`src/rtl/fifo_push_ctrl_if.sv`:
```
// Handshake bundle for the write-side producer: upstream valid/ready words
// in, FIFO write port (winc/wdata with wfull status) out.
interface fifo_push_ctrl_if #(
   parameter int DATASIZE = 8
);
   logic                in_valid;
   logic                in_ready;
   logic [DATASIZE-1:0] in_data;
   logic                in_last;
   logic                wfull;
   logic                wfull_almost;
   logic                winc;
   logic [DATASIZE-1:0] wdata;

   modport master (
      input  in_valid, in_data, in_last, wfull, wfull_almost,
      output in_ready, winc, wdata
   );

   modport slave (
      output in_valid, in_data, in_last, wfull, wfull_almost,
      input  in_ready, winc, wdata
   );
endinterface

```
`src/rtl/fifo_push_ctrl.sv`:
```
// Write-domain producer for the async FIFO: 2-entry skid buffer feeding
// winc/wdata, with packet framing status, counters and a sticky protocol flag.
module fifo_push_ctrl #(
   parameter int DATASIZE = 8,
   parameter int ADDRSIZE = 8,
   parameter int PKTCNT_W = 16
) (
   input  logic                wclk,
   input  logic                wrst_n,
   fifo_push_ctrl_if.master    bus,
   input  logic                flush,
   input  logic                err_clr,
   output logic                pkt_open,
   output logic                pkt_done,
   output logic [PKTCNT_W-1:0] pkt_cnt,
   output logic [ADDRSIZE:0]   wr_words,
   output logic                stall,
   output logic                proto_err
);

   typedef struct packed {
      logic [DATASIZE-1:0] data;
      logic                last;
      logic                valid;
   } entry_t;

   localparam logic [0:0] ST_IDLE = 1'b0;
   localparam logic [0:0] ST_OPEN = 1'b1;

   entry_t              head_q, tail_q, head_d, tail_d, in_entry;
   logic                in_ready_q;
   logic                accept, pop, violation;
   logic [0:0]          state_q, state_d;
   logic                pend_q;
   logic [DATASIZE-1:0] pend_data_q;
   logic                pend_last_q;
   logic                unused_almost;

   // wfull_almost is FIFO-side status only; stalling relies on wfull alone.
   assign unused_almost = bus.wfull_almost;

   assign bus.in_ready = in_ready_q & ~flush;
   assign accept       = bus.in_valid & bus.in_ready;
   assign pop          = head_q.valid & ~bus.wfull & ~flush;
   assign bus.winc     = pop;
   assign bus.wdata    = head_q.data;
   assign stall        = head_q.valid & bus.wfull;
   assign pkt_done     = pop & head_q.last;
   assign pkt_open     = (state_q == ST_OPEN);
   assign in_entry     = {bus.in_data, bus.in_last, 1'b1};

   assign violation = pend_q & (~bus.in_valid
                                | (bus.in_data != pend_data_q)
                                | (bus.in_last != pend_last_q));

   always_comb begin
      // NOTE: defaults first so every path assigns head_d/tail_d and no latch is inferred.
      head_d = head_q;
      tail_d = tail_q;
      if (flush) begin
         head_d.valid = 1'b0;
         tail_d.valid = 1'b0;
      end else begin
         if (pop) begin
            head_d       = tail_q;
            tail_d.valid = 1'b0;
         end
         // Applied after the pop shift so a word arriving on a pop lands in order.
         if (accept) begin
            if (!head_d.valid) head_d = in_entry;
            else               tail_d = in_entry;
         end
      end
   end

   always_comb begin
      state_d = state_q;
      if (flush)    state_d = ST_IDLE;
      else if (pop) state_d = head_q.last ? ST_IDLE : ST_OPEN;
   end

   always_ff @(posedge wclk or negedge wrst_n) begin
      if (!wrst_n) begin
         // NOTE: the two data entries are only two words, so they are reset too and wdata reads 0 out of reset.
         head_q      <= '0;
         tail_q      <= '0;
         in_ready_q  <= 1'b0;
         state_q     <= ST_IDLE;
         pkt_cnt     <= '0;
         wr_words    <= '0;
         proto_err   <= 1'b0;
         pend_q      <= 1'b0;
         pend_data_q <= '0;
         pend_last_q <= 1'b0;
      end else begin
         // NOTE: all state updates use <= so every register samples pre-edge values.
         head_q  <= head_d;
         tail_q  <= tail_d;
         state_q <= state_d;
         // TAIL is only ever valid behind a valid HEAD, so an empty TAIL means occupancy <= 1.
         in_ready_q <= ~tail_d.valid;
         if (pop)      wr_words <= wr_words + {{ADDRSIZE{1'b0}}, 1'b1};
         if (pkt_done) pkt_cnt  <= pkt_cnt + {{(PKTCNT_W-1){1'b0}}, 1'b1};
         pend_q      <= bus.in_valid & ~bus.in_ready;
         pend_data_q <= bus.in_data;
         pend_last_q <= bus.in_last;
         if (violation)    proto_err <= 1'b1;
         else if (err_clr) proto_err <= 1'b0;
      end
   end

endmodule

```
`src/flat_wrapper.sv`:
```
// flat-port wrapper written by rule: the top's interface ports become plain ports
module fifo_push_ctrl_flat 
#(
   parameter int DATASIZE = 8,
   parameter int ADDRSIZE = 8,
   parameter int PKTCNT_W = 16
)
  (wclk, wrst_n, flush, err_clr, pkt_open, pkt_done, pkt_cnt, wr_words, stall, proto_err, bus_in_valid, bus_in_data, bus_in_last, bus_wfull, bus_wfull_almost, bus_in_ready, bus_winc, bus_wdata);
  fifo_push_ctrl_if #(.DATASIZE(DATASIZE)) bus_i ();
  input  logic wclk;
  input  logic wrst_n;
  input  logic flush;
  input  logic err_clr;
  output logic pkt_open;
  output logic pkt_done;
  output logic [PKTCNT_W-1:0] pkt_cnt;
  output logic [ADDRSIZE:0] wr_words;
  output logic stall;
  output logic proto_err;
  input wire logic [$bits(bus_i.in_valid)-1:0] bus_in_valid;
  input wire logic [$bits(bus_i.in_data)-1:0] bus_in_data;
  input wire logic [$bits(bus_i.in_last)-1:0] bus_in_last;
  input wire logic [$bits(bus_i.wfull)-1:0] bus_wfull;
  input wire logic [$bits(bus_i.wfull_almost)-1:0] bus_wfull_almost;
  output wire logic [$bits(bus_i.in_ready)-1:0] bus_in_ready;
  output wire logic [$bits(bus_i.winc)-1:0] bus_winc;
  output wire logic [$bits(bus_i.wdata)-1:0] bus_wdata;
  assign bus_i.in_valid = bus_in_valid;
  assign bus_i.in_data = bus_in_data;
  assign bus_i.in_last = bus_in_last;
  assign bus_i.wfull = bus_wfull;
  assign bus_i.wfull_almost = bus_wfull_almost;
  assign bus_in_ready = bus_i.in_ready;
  assign bus_winc = bus_i.winc;
  assign bus_wdata = bus_i.wdata;
  fifo_push_ctrl #(.DATASIZE(DATASIZE), .ADDRSIZE(ADDRSIZE), .PKTCNT_W(PKTCNT_W)) u_core (.wclk(wclk), .wrst_n(wrst_n), .bus(bus_i), .flush(flush), .err_clr(err_clr), .pkt_open(pkt_open), .pkt_done(pkt_done), .pkt_cnt(pkt_cnt), .wr_words(wr_words), .stall(stall), .proto_err(proto_err));
endmodule
```
`config.mk`:
```
export PLATFORM = sky130hd
export DESIGN_NAME = fifo_push_ctrl_flat
export DESIGN_NICKNAME = d
export VERILOG_FILES = /design/src/rtl/fifo_push_ctrl_if.sv /design/src/rtl/fifo_push_ctrl.sv /design/src/flat_wrapper.sv
export SDC_FILE = /design/constraint.sdc
export NUM_CORES = 1
export LEC_CHECK = 0
export ABC_AREA = 0
export BUFFER_PORTS_ARGS = -buffer_cell sky130_fd_sc_hd__buf_2
export CORE_ASPECT_RATIO = 0.7
export CORE_UTILIZATION = 50
export CTS_BUF_LIST = sky130_fd_sc_hd__clkbuf_4 sky130_fd_sc_hd__clkbuf_8
export CTS_CLUSTER_SIZE = 12
export DETAILED_ROUTE_END_ITERATION = 6
export GPL_ROUTABILITY_DRIVEN = 0
export PLACE_DENSITY = 0.74
export SLEW_MARGIN = 15
export SYNTH_ARGS = -nofsm -noshare
export SYNTH_HDL_FRONTEND = slang
export SYNTH_SLANG_ARGS = --single-unit
```
`constraint.sdc`:
```
create_clock -name wclk -period 1.8 [get_ports wclk]
set_input_delay 0.36 -clock wclk [delete_from_list [all_inputs] [get_ports wclk]]
set_output_delay 0.36 -clock wclk [all_outputs]
set_load 0.01 [all_outputs]
```
==> Yosys cells after proc, flatten, opt, wreduce, memory -nomap -nowiden <==
Index checks and enable logic that the tools add are counted.
{ "word_totals": {"reg_bits": 58, "inputBits": 16, "out_inout_bits": 39, "wordCells": 50} }
{ "classes": {"n_addsub": 2, "n_eq_ne": 2, "n_mux": 14, "n_bitwise": 15, "reduce_logical": 3} }
{ "op_table": {"columns": ["cell", "count"], "rows": [
  ["10-bit two-way mux", 4],
  ["16-bit by 1-bit adder with 16-bit output, second input constant", 1],
  ["1-bit two-way mux", 10],
  ["9-bit by 1-bit adder with 9-bit output, second input constant", 1],
  ["1-bit bitwise AND", 8],
  ["8-bit inequality test", 1],
  ["1-bit inverter", 5],
  ["2-bit nonzero test", 2],
  ["3-bit AND reduction", 1],
  ["1-bit OR", 2],
  ["1-bit inequality test", 1]
]} }

==> Depth between registers and ports, before layout <==
Gate-level depths: netlist of the first run.
{ "depth": {"ltp_word": 9, "mapped_depth": 6, "ltp_nobuf": 4} }

==> Worst setup path before layout of the first run <==
OpenSTA, ideal clock, no wires.
{ "synth_timing": {"path_kind": "input to register", "startpoint": "input port flush", "endpoint": "register u_core.tail_q[2] in the netlist's numbering", "setup_time_ns": 0.125, "t_arrival_ns": 1.412, "required_time_ns": 1.675, "slack_ns": 0.263, "path_stages": 5, "path_buffers": 1, "cell_sequence": "nor2b_1 nand2_1 nor2_1 buf_2 mux2_2"} }
{ "synth_between": {"elab_chain_cells": 5, "word_cells_on_any_way": 7, "cone_classes": "2 x mux; 4 x bitwise; 1 x reduce/logical"} }
{ "synth_lines": {"columns": ["element", "line_no", "source"], "rows": [
  ["start, declared", "flat_wrapper.sv:12", "input logic flush;"],
  ["1-bit inverter (no line) *", null, null],
  ["1-bit bitwise AND", "fifo_push_ctrl.sv:44", "assign pop = head_q.valid & ~bus.wfull & ~flush;"],
  ["10-bit two-way mux", "fifo_push_ctrl.sv:64", "if (pop) begin"],
  ["10-bit two-way mux", "fifo_push_ctrl.sv:60", "if (flush) begin"],
  ["3-bit AND reduction (no line) *", null, null],
  ["end signal, assigned", "fifo_push_ctrl.sv:98", "tail_q <= tail_d;"],
  ["end, declared", "fifo_push_ctrl.sv:30", "entry_t head_q, tail_q, head_d, tail_d, in_entry;"]
]} }
Every way passes the cells marked *; elsewhere a longest branch is shown, timed or not. The select of a mux whose other input is x is not followed.
A chain may end at the register's enable or synchronous reset.

==> Final worst setup path of the first run <==
{ "layout_timing": {"startpoint": "register u_core.head_q[0] in the netlist's numbering", "endpoint": "output port pkt_done"} }
{ "layout_between": {"elab_chain_cells": 3} }
{ "layout_lines": {"columns": ["element", "line_no", "source"], "rows": [
  ["start, declared", "fifo_push_ctrl.sv:30", null],
  ["start signal, assigned", "fifo_push_ctrl.sv:85", "head_q <= '0;"],
  ["start signal, assigned", "fifo_push_ctrl.sv:97", "head_q <= head_d;"],
  ["1-bit bitwise AND (2 in a row)", "fifo_push_ctrl.sv:44", null],
  ["1-bit bitwise AND", "fifo_push_ctrl.sv:48", "assign pkt_done = pop & head_q.last;"],
  ["end, declared", "flat_wrapper.sv:15", "output logic pkt_done;"]
]} }
Every way passes these cells.

==> out/results.tsv, run 1 <==
metric	value	unit
NetSw	889.1	uW
routed vias/inst	4.864	
later-pin clock latency in the skew report	0.32	ns
layout cells sized above 1	40.61	%
Leak	0.001467	uW
Worst VDD drop	0.4874	mV
first-pass GRT wire length	6920	um
via count	1605	
post-synth top area share	58.20	%
final period utilization	95.70	%
Sequential Power Share	47.2	%
Seq/Total Area, Yosys	58.20	%
critical path type	flop to primary output	
Rel. slew slack	78.12	%
CP max FO	7	
switching share of power	25.27	%
CTS Buffer Depth	2	
# nets final	274	
Die Height	61.09	um
pwr/cell area	1139	mW/mm^2
Starting Density	52.15	%
cell taking the most area after synthesis	dfrtp_1	
Slew @ Worst Pin	0.3253	ns
GR peak layer	met1	
Pint	2629	uW
DRC viols	0	
Slew Viols, Final	0	
Post-CTS Setup Repair Bufs	0	
net count after synthesis	211	
Critical Path AT	1.36	ns
crit path to	pkt_done	
critical path depth	3	
Synth Instances	193	
antenna viol nets, final	0	
GR met3 Demand/Resource	6.166	%
CTS tree	done	
clk_skew	0.004085	ns
worst min path class	input port to async pin	
unrepaired setup endpoints after global routing	false	
final hold violation count	0	
GR Util met2	25.74	%
crit-path cells	nor4bb_1 -> buf_4 -> buf_2	
Layout Utilization	64.57	%
mux share of post-synthesis cell area	4.967	%
Fin Setup TNS	0	ns
Clock Power Share	37.1	%
outcome	finished, final reports clean	
CP startpoint	u_core.head_q[0]$_DFF_PN0_	
Die Wd	86.41	um
Area Overhead vs Synth	23.83	%
Design Area, Final	0.003088	mm^2
cell depth of the worst flop-to-flop path	5	
min Tclk post-route	1.723	ns
Syn. warnings	0	
Routed WL	4362	um
clk slew on worst S/H paths	0.06	ns
FF-to-FF Start	u_core.head_q[0]$_DFF_PN0_	
final worst slack	0.07741	ns
type of origin of the critical path	flop	
CTS buffer count	9	
Placed Area	0.002865	mm^2
Req. time, crit path	1.44	ns
antenna violations before repair	0	
htree depth	3	
diode count	0	
syn_area_per_cell	12.92	um^2
clk root buf	clkbuf_8	
critical path endpoint category	primary output	
FMAX	580.5	MHz
Maximum Capacitance Violations	0	
internal reg-to-reg setup slack	0.18	ns
CTS Sinks	58	
CP max stage delay	0.40	ns
worst slack, placed	0.08909	ns
most frequent cells after synthesis	dfrtp_1 (58), xnor2_1 (27), nand3_1 (12), mux2_2 (11)	
count leader, synth	dfrtp_1	
synth top area cells	dfrtp_1 (58%), xnor2_1 (9.5%), mux2_2 (5.0%), o221a_2 (4.1%), buf_4 (2.7%)	
post-DP HPWL	3046	um
largest family of logic cells by synthesized area	simple AND/OR/NAND/NOR gates	
post-synthesis xor/xnor area fraction	11.24	%
Crit path max-delay family	flip-flops	
cell area after synthesis	0.002494	mm^2
post-CTS resize count	0	
wire per inst	13.22	um
Starting DRT DRC Count	42	
full die area	0.005278	mm^2
core area	0.004782	mm^2
slowest stage cell, crit path	dfrtp_1	
vias in the first global route	1412	
I/O Buffers	53	
adder-cell share of the synthesized area	1.004	%
Yosys cell types	32	
Post-Synth Simple-Gate Area	14.85	%
Buf+Inv Stages, Crit Path	2	
largest net degree at the start of global routing	59	
met1 usage	25.86	%
Row Count	21	
Ports	55	
Async SR Flop Fraction	100.0	%
final setup vio count	0	
Reg-to-Reg End	u_core.pkt_cnt[8]$_DFFE_PN0P_	
fillcell total	396	
GRT Total Usage	18.21	%
number of flops mapped to enable cells by yosys	0	
Synth Area in Compound Gates	5.770	%
cts hold-fix bufs	0	
Seq cells post-synth	58	
DRT Pass-1 Iters	4	
total grt overflow	0	
logic gate share of total power	15.6	%
Synth Flop Type	dfrtp_1	
==> layout make-up <==
| type | count | area [um^2] | share of cell area (%) |
|---|---|---|---|
| clock buffer | 11 | 145.1 | 4.700 |
| tap | 69 | 86.33 | 2.796 |
| clock inverter | 5 | 77.57 | 2.512 |
| sequential | 58 | 1451 | 47.00 |
| inverter | 3 | 11.26 | 0.3647 |
| timing repair buffer | 65 | 367.9 | 11.91 |
| multi-input combinational | 119 | 948.4 | 30.71 |
==> cells by family after synthesis <==
| family | after synthesis |
|---|---|
| AOI/OAI and AO/OA | 16 |
| xor gates and xnor gates | 32 |
| adders and majority gates | 2 |
| buffers and inverters | 16 |
| DFF | 58 |
| muxes | 11 |
| and+or+nand+nor | 58 |
==> how the worst min path moves through the flow <==
stage          depth (start not counted)                         endpoint  slack (ns)
2_1_floorplan                          0  u_core.bus.wdata[0]$_DFFE_PN0N_        0.06
3_3_place_gp                           2  u_core.bus.wdata[3]$_DFFE_PN0N_        0.38
3_5_place_dp                           2  u_core.bus.wdata[2]$_DFFE_PN0N_        0.38
4_1_cts                                2  u_core.bus.wdata[2]$_DFFE_PN0N_        0.03
5_1_grt                                2  u_core.bus.wdata[6]$_DFFE_PN0N_        0.05
6_report                               2  u_core.pend_data_q[2]$_DFF_PN0_        0.03
==> stage by stage <==
step / hold WS [ns] / std cells / total power [uW]
3_3_place_gp: 0.3847 / 314 / 2228
3_5_place_dp: 0.3826 / 314 / 2244
2_1_floorplan: 0.06441 / 193 / 2038
4_1_cts: 0.03301 / 330 / 3552
6_report: 0.02971 / 330 / 3518
5_1_grt: 0.05146 / 330 / 3701
==> routing by layer <==
layer	vias to the layer above	share of wire, %
li1	803	-
met1	758	52
met2	36	42
met3	8	3.9
met4	0	1.5
met5	-	0
==> registers in the layout, indices dropped and copies added (netlist names) <==
register / flops
u_core.head_q: 2
u_core.pend_q: 1
u_core.tail_q: 10
u_core.pend_last_q: 1
u_core.pend_data_q: 8
u_core.in_ready_q: 1
u_core.pkt_cnt: 16
u_core.pkt_open: 1
u_core.proto_err: 1
u_core.wr_words: 9
u_core.bus.wdata: 8
==> power groups by stage <==
stage / Sequential [uW] / Combinational, uW / Clock, uW
floorplan: 1700 / 343 / 0
global placement: 1680 / 546 / 0
detailed placement: 1690 / 557 / 0
CTS: 1660 / 559 / 1330
global route: 1700 / 621 / 1380
finish: 1660 / 550 / 1310
==> cell usage in the layout (no fill, tap or decap), types with 2 or more instances in the layout <==
cell       netlist  routed
a21oi_1          3       3
nand3_1         12      12
dfrtp_1         58      58
bufinv_16        0       2
nor2_1           4       4
nand4_1          5       5
and2_1           2       2
o221a_2          9       9
clkbuf_8         0      10
and4_1           3       3
nand3b_1         9       9
nor3_1           2       2
nand2_1          8       8
buf_2            4      53
and3_1           3       3
xor2_1           5       5
clkinv_2         0       2
nor2b_1          2       2
xnor2_1         27      27
mux2_2          11      11
inv_1            3       3
buf_4            9      11
ha_1             2       2
Note: power is estimated with default switching activity, not from simulation.
==> inputs of run 2 (changes only) <==
--- a/config.mk
+++ b/config.mk
@@ -14,6 +14,7 @@
 export DETAILED_ROUTE_END_ITERATION = 6
 export GPL_ROUTABILITY_DRIVEN = 0
 export PLACE_DENSITY = 0.74
+export RECOVER_POWER = 50
 export SLEW_MARGIN = 15
 export SYNTH_ARGS = -nofsm -noshare
 export SYNTH_HDL_FRONTEND = slang
==> run 2 against run 1 <==
  * Sequential share of layout area is 0.60 points higher
  * Sequential power hardly changed
  * Final cell count stayed put
  * Fmax is 0.22% higher
  * Critical path type unchanged
  * Hold slack better by 0.18 ns
  * Total power is 0.38% lower
  * Utilization is 0.81 points lower
  * Largest power group unchanged
  * Clock skew hardly changed
==> out/results.tsv, run 2 (synthesis results as in run 1) <==
metric	value	unit	change
outcome	finished, final reports clean		
CTS tree	done		
Regs by FF count	u_core.pkt_cnt x16, u_core.tail_q x10, u_core.wr_words x9		
CP max FO	7		unchanged
FMAX	581.8	MHz	+0.22%
most common cell after layout, fill and taps aside	dfrtp_1		
later-pin clock latency in the skew report	0.32	ns	about the same
Top Layer Used	met4		
CTS buffer count	9		unchanged
final hold violation count	0		unchanged
Design Area, Final	0.003049	mm^2	-1.3%
antenna violations before repair	0		unchanged
fillcell total	403		+1.8%
DR WL met3	169	um	-0.59%
Routed WL	4338	um	-0.55%
wire per inst	13.15	um	-0.55%
layout cells sized above 1	35.25	%	-5.4 points
largest net degree at the start of global routing	59		unchanged
GRT Total Usage	18.21	%	unchanged
Worst VDD drop	0.4802	mV	-1.5%
DRT Pass-1 Iters	4		unchanged
unrepaired setup endpoints after global routing	false		
Placed Area	0.002865	mm^2	unchanged
M1 WL	2246	um	-1.4%
cts hold-fix bufs	0		unchanged
Row Count	21		unchanged
number of flip-flops in the largest register	16		unchanged
min Tclk post-route	1.719	ns	-0.003804 ns
commonest cells after routing, fill and taps aside	dfrtp_1 (58), buf_2 (41), xnor2_1 (27)		
clk slew on worst S/H paths	0.06	ns	about the same
Slew Viols, Final	0		unchanged
DRC viols	0		unchanged
Register Area	0.001451	mm^2	unchanged
Critical Path AT	1.36	ns	about the same
Slew @ Worst Pin	1.363	ns	+1.038 ns
full die area	0.005278	mm^2	unchanged
total grt overflow	0		unchanged
pwr/cell area	1150	mW/mm^2	+0.89%
critical path endpoint category	primary output		
first-pass GRT wire length	6920	um	unchanged
routed wl met2	1863	um	+0.92%
critical path type	flop to primary output		
antenna viol nets, final	0		unchanged
Biggest register	u_core.pkt_cnt		
Final Power	3505	uW	-0.38%
non-filler cells in the finished layout	330		unchanged
htree depth	3		unchanged
post-CTS resize count	0		unchanged
Ports	55		unchanged
Starting DRT DRC Count	45		+7.1%
diode count	0		unchanged
Rel. slew slack	9.134	%	-69 points
Die Wd	86.41	um	unchanged
clk_skew	0.004228	ns	+0.0001429 ns
CTS Buffer Depth	2		unchanged
final setup vio count	0		unchanged
Starting Density	52.15	%	unchanged
Req. time, crit path	1.44	ns	about the same
Fin Setup TNS	0	ns	unchanged
Die Height	61.09	um	unchanged
internal reg-to-reg setup slack	0.18	ns	about the same
CTS Sinks	58		unchanged
worst min path class	input port to flop		
vias in the first global route	1412		unchanged
clk root buf	clkbuf_8		
post-DP HPWL	3046	um	unchanged
placed cell count	314		unchanged
Multi-input gate area	943.4	um^2	-0.53%
via count	1608		+0.19%
I/O Buffers	53		unchanged
# nets final	274		unchanged
Leak	0.001424	uW	-2.9%
core area	0.004782	mm^2	unchanged
type of origin of the critical path	flop		
routed vias/inst	4.873		+0.19%
final period utilization	95.49	%	-0.21 points
Area Overhead vs Synth	22.28	%	
Post-CTS Setup Repair Bufs	0		unchanged
Maximum Capacitance Violations	0		unchanged
## run 2: cell types whose count changed in the layout (fill, tap and decap cells not counted), sizes merged
cell    change
buf        -14
clkbuf     +14
## run 2: stage by stage
stage / hold WS (ns) / util [%] / worst slack (ns)
after floorplan: 0.06441 / - / 0.2627
after global placement: 0.3847 / 59.92 / 0.1277
after CTS: 0.03301 / 64.57 / 0.05934
final: 0.2068 / 63.76 / 0.08121
after global routing: 0.2043 / 63.76 / 0.01330
after detailed placement: 0.3826 / 59.92 / 0.08909
## run 2: layout make-up
cell class	count	area share, %
Sequential cell	58	47.60
Inverter	3	0.3693
Clock buffer	11	4.760
Clock inverter	5	2.544
Tap cell	69	2.831
Timing Repair Buffer	65	10.96
Multi-Input combinational cell	119	30.94
## run 2: worst max-delay path: stages, from the launching register on
cell and delay [ns]:
dfrtp_1 0.40, nor4bb_1 0.29, buf_4 0.20, buf_2 0.14
## run 2: layer usage
layer  vias up  track usage, %
met2        35           25.74
met3         7           6.166
met5         -               0
met1       762           25.86
met4         0           7.857
li1        804               -
## run 2: worst paths after layout
path / cells past startpoint / startpoint / end
max: 3 / u_core.head_q[0]$_DFF_PN0_ / pkt_done
max in group asynchronous: 2 / wrst_n / u_core.proto_err$_DFFE_PN0P_
min reg2reg: 1 / u_core.pkt_cnt[15]$_DFFE_PN0P_ / u_core.pkt_cnt[15]$_DFFE_PN0P_
max reg2reg: 5 / u_core.head_q[0]$_DFF_PN0_ / u_core.pkt_cnt[8]$_DFFE_PN0P_
min: 1 / bus_in_data[2] / u_core.pend_data_q[2]$_DFF_PN0_
min in group asynchronous: 2 / wrst_n / u_core.pend_data_q[2]$_DFF_PN0_
## run 2: power by group
part | internal [uW] | switching, uW | total, uW
sequential | 1500 | 163 | 1660
combinational | 291 | 246 | 536
clock | 827 | 480 | 1310
total | 2620 | 888 | 3510
==> inputs of run 3 (changes only) <==
--- a/config.mk
+++ b/config.mk
@@ -6,6 +6,7 @@
 export NUM_CORES = 1
 export LEC_CHECK = 0
 export ABC_AREA = 0
+export ABC_CLOCK_PERIOD_IN_PS = 1800
 export BUFFER_PORTS_ARGS = -buffer_cell sky130_fd_sc_hd__buf_2
 export CORE_ASPECT_RATIO = 0.7
 export CORE_UTILIZATION = 50
@@ -15,6 +16,7 @@
 export GPL_ROUTABILITY_DRIVEN = 0
 export PLACE_DENSITY = 0.74
 export RECOVER_POWER = 50
+export SKIP_LAST_GASP = 1
 export SLEW_MARGIN = 15
 export SYNTH_ARGS = -nofsm -noshare
 export SYNTH_HDL_FRONTEND = slang
==> constraint.sdc (replaced) <==
create_clock -name wclk -period 1.8 [get_ports wclk]
set_input_delay 0.09 -clock wclk [delete_from_list [all_inputs] [get_ports wclk]]
set_output_delay 0.09 -clock wclk [all_outputs]
set_load 0.01 [all_outputs]
==> run 3 against run 2 <==
  * Utilization up 0.50 points
  * Largest cell class unchanged
  * Non-clock buffer count up 9
  * Wire length up 6.7%
  * Design area up 0.78%
  * Highest routed layer unchanged
  * Final cell count up 2.4%
  * Total power down 7.3%
  * Via count up 1.2%
  * Sequential power about the same
  * Fmax up 7.5%
  * Critical path depth up 2
  * Clock skew up 0.0026 ns
==> out/results.tsv, run 3 (synthesis results as in run 1) <==
metric	value	unit	change
CTS buffer count	9		unchanged
via count	1628		+1.2%
first-pass GRT wire length	7403	um	+7.0%
fillcell total	402		-0.25%
largest net degree at the start of global routing	22		-63%
Starting DRT DRC Count	80		+78%
logic gate share of total power	16.7	%	+1.4 points
antenna viol nets, final	0		unchanged
layout cells sized above 1	25.65	%	-9.6 points
worst min path class	input port to flop		
number of flip-flops in the largest register	16		unchanged
final period utilization	88.80	%	-6.7 points
critical path endpoint category	flop		
most common cell after layout, fill and taps aside	dfrtp_1		
CP max stage delay	0.40	ns	about the same
Post-CTS Setup Repair Bufs	0		unchanged
Die Wd	86.41	um	unchanged
Area Overhead vs Synth	23.23	%	
unrepaired setup endpoints after global routing	false		
non-filler cells in the finished layout	338		+2.4%
CTS Buffer Depth	2		unchanged
CP max FO	7		unchanged
Maximum Capacitance Violations	0		unchanged
critical path type	flop to flop		
WHS Endpoint	u_core.head_q[0]$_DFF_PN0_		
min Tclk post-route	1.598	ns	-0.1203 ns
switching share of power	27.31	%	+2.0 points
Slew Viols, Final	0		unchanged
Die Height	61.09	um	unchanged
Slew @ Worst Pin	1.125	ns	-0.2384 ns
Routed WL	4627	um	+6.7%
Biggest register	u_core.pkt_cnt		
later-pin clock latency in the skew report	0.33	ns	about the same
FMAX	625.6	MHz	+7.5%
# nets final	283		+3.3%
Rel. slew slack	25.03	%	+16 points
diode count	0		unchanged
commonest cells after routing, fill and taps aside	dfrtp_1 (58), clkbuf_1 (35), xnor2_1 (27)		
Clock Power Share	31.8	%	-5.5 points
Pint	2362	uW	-9.8%
Starting Density	52.15	%	unchanged
routed vias/inst	4.817		-1.2%
Ports	55		unchanged
Row Count	21		unchanged
antenna violations before repair	0		unchanged
slowest stage cell, crit path	dfrtp_1		
routed wl met2	1963	um	+5.4%
Leak	0.001367	uW	-4.0%
Sequential Power Share	51.5	%	+4.1 points
Buf+Inv Stages, Crit Path	1		-1
outcome	finished, final reports clean		
clk_skew	0.006783	ns	+0.002555 ns
clk slew on worst S/H paths	0.06	ns	about the same
DRT Pass-1 Iters	5		+1
CTS Sinks	58		unchanged
DRC viols	0		unchanged
Worst VDD drop	0.5537	mV	+15%
Req. time, crit path	2.01	ns	+0.57 ns
M1 WL	2394	um	+6.6%
total grt overflow	0		unchanged
Fin Setup TNS	0	ns	unchanged
pwr/cell area	1057	mW/mm^2	-8.0%
htree depth	3		unchanged
cell depth of the worst flop-to-flop path	5		unchanged
Reg-to-Reg End	u_core.pkt_cnt[14]$_DFFE_PN0P_		
final hold violation count	0		unchanged
post-DP HPWL	3280	um	+7.7%
full die area	0.005278	mm^2	unchanged
type of origin of the critical path	flop		
clk root buf	clkbuf_8		
wire per inst	13.69	um	+4.1%
core area	0.004782	mm^2	unchanged
Crit path max-delay family	simple AND/OR/NAND/NOR gates		
final setup vio count	0		unchanged
Hold Path Stages	2		+1
I/O Buffers	53		unchanged
internal reg-to-reg setup slack	0.20	ns	+0.02 ns
vias in the first global route	1524		+7.9%
Top Layer Used	met4		
Regs by FF count	u_core.pkt_cnt x16, u_core.tail_q x10, u_core.wr_words x9		
Critical Path AT	1.81	ns	+0.45 ns
NetSw	887.4	uW	about the same
DR WL met3	239	um	+41%
GRT Total Usage	19.76	%	+1.6 points
CTS tree	done		
placed cell count	313		-0.32%
crit-path cells	nor4bb_1 -> buf_4 -> and3_1 -> nand4_1 -> xnor2_1		
FF-to-FF Start	u_core.head_q[0]$_DFF_PN0_		
Hold Crit Start	flush		
[run 3: cell count changes in the layout (fill, tap and decap cells not counted)]
cell,before,now
buf_2,41,19
clkinvlp_4,1,0
clkbuf_4,1,2
buf_4,10,9
bufinv_16,2,0
clkinv_2,2,3
clkbuf_2,1,0
clkbuf_8,10,11
clkbuf_1,13,35
nor3b_2,0,1
nor3b_1,1,0
dlygate4sd3_1,0,10
[run 3: worst max path at each step]
stage	from	endpoint	slack (ns)	cells past startpoint
final	u_core.head_q[0]$_DFF_PN0_	u_core.pkt_cnt[14]$_DFFE_PN0P_	0.20	5
after global routing	wrst_n	u_core.pend_q$_DFF_PN0_	0.04	3
after CTS	u_core.head_q[0]$_DFF_PN0_	u_core.pkt_cnt[14]$_DFFE_PN0P_	0.19	5
after detailed placement	u_core.head_q[0]$_DFF_PN0_	u_core.pkt_cnt[14]$_DFFE_PN0P_	0.19	5
after global placement	u_core.head_q[0]$_DFF_PN0_	u_core.pkt_cnt[8]$_DFFE_PN0P_	0.23	5
after floorplan	u_core.pkt_cnt[6]$_DFFE_PN0P_	u_core.pkt_cnt[14]$_DFFE_PN0P_	0.27	4
[run 3: per-stage QoR]
stage	setup slack (ns)	power (uW)	area (um^2)	hold slack [ns]	util, %
floorplan	0.2666	2038	2494	-0.2056	-
global placement	0.2266	2222	2845	0.06004	59.50
detailed placement	0.1945	2247	2845	0.06371	59.50
CTS	0.1875	3310	3119	0.003219	65.23
global route	0.03917	3434	3073	0.009374	64.26
finish	0.2015	3249	3073	0.02099	64.26
[run 3: power groups by stage]
stage	combinational (uW)	sequential, uW	clock, uW
after global placement	539	1680	0
after floorplan	343	1700	0
after CTS	573	1670	1070
after detailed placement	554	1690	0
final	541	1670	1030
after global routing	607	1700	1120
[run 3: worst register-to-register path: stages, from the launching register on]
cell and delay (ns):
dfrtp_1 0.40, nor4bb_1 0.28, buf_4 0.20, and3_1 0.30
nand4_1 0.15, xnor2_1 0.15
[run 3: routing by layer]
layer / global-route usage (%) / up-vias
li1: - / 820
met1: 26.73 / 768
met2: 29.59 / 37
met3: 8.847 / 3
met4: 5.000 / 0
met5: 0 / -
[run 3: repair_timing]
item                                   4_1_cts  5_1_grt
hold buffers                                10        0
gates resized for setup                      0        0
endpoints found under the hold margin       28        0
[run 3: final cells by class]
type / instances / area (um^2) / area share (%)
flip-flops and latches: 58 / 1451 / 47.23
multi-input cells: 119 / 948.4 / 30.86
repair buffers: 74 / 401.6 / 13.07
inverters: 3 / 11.26 / 0.3664
well taps: 69 / 86.33 / 2.809
clock inverters: 3 / 15.01 / 0.4886
clock buffers: 12 / 158.9 / 5.171
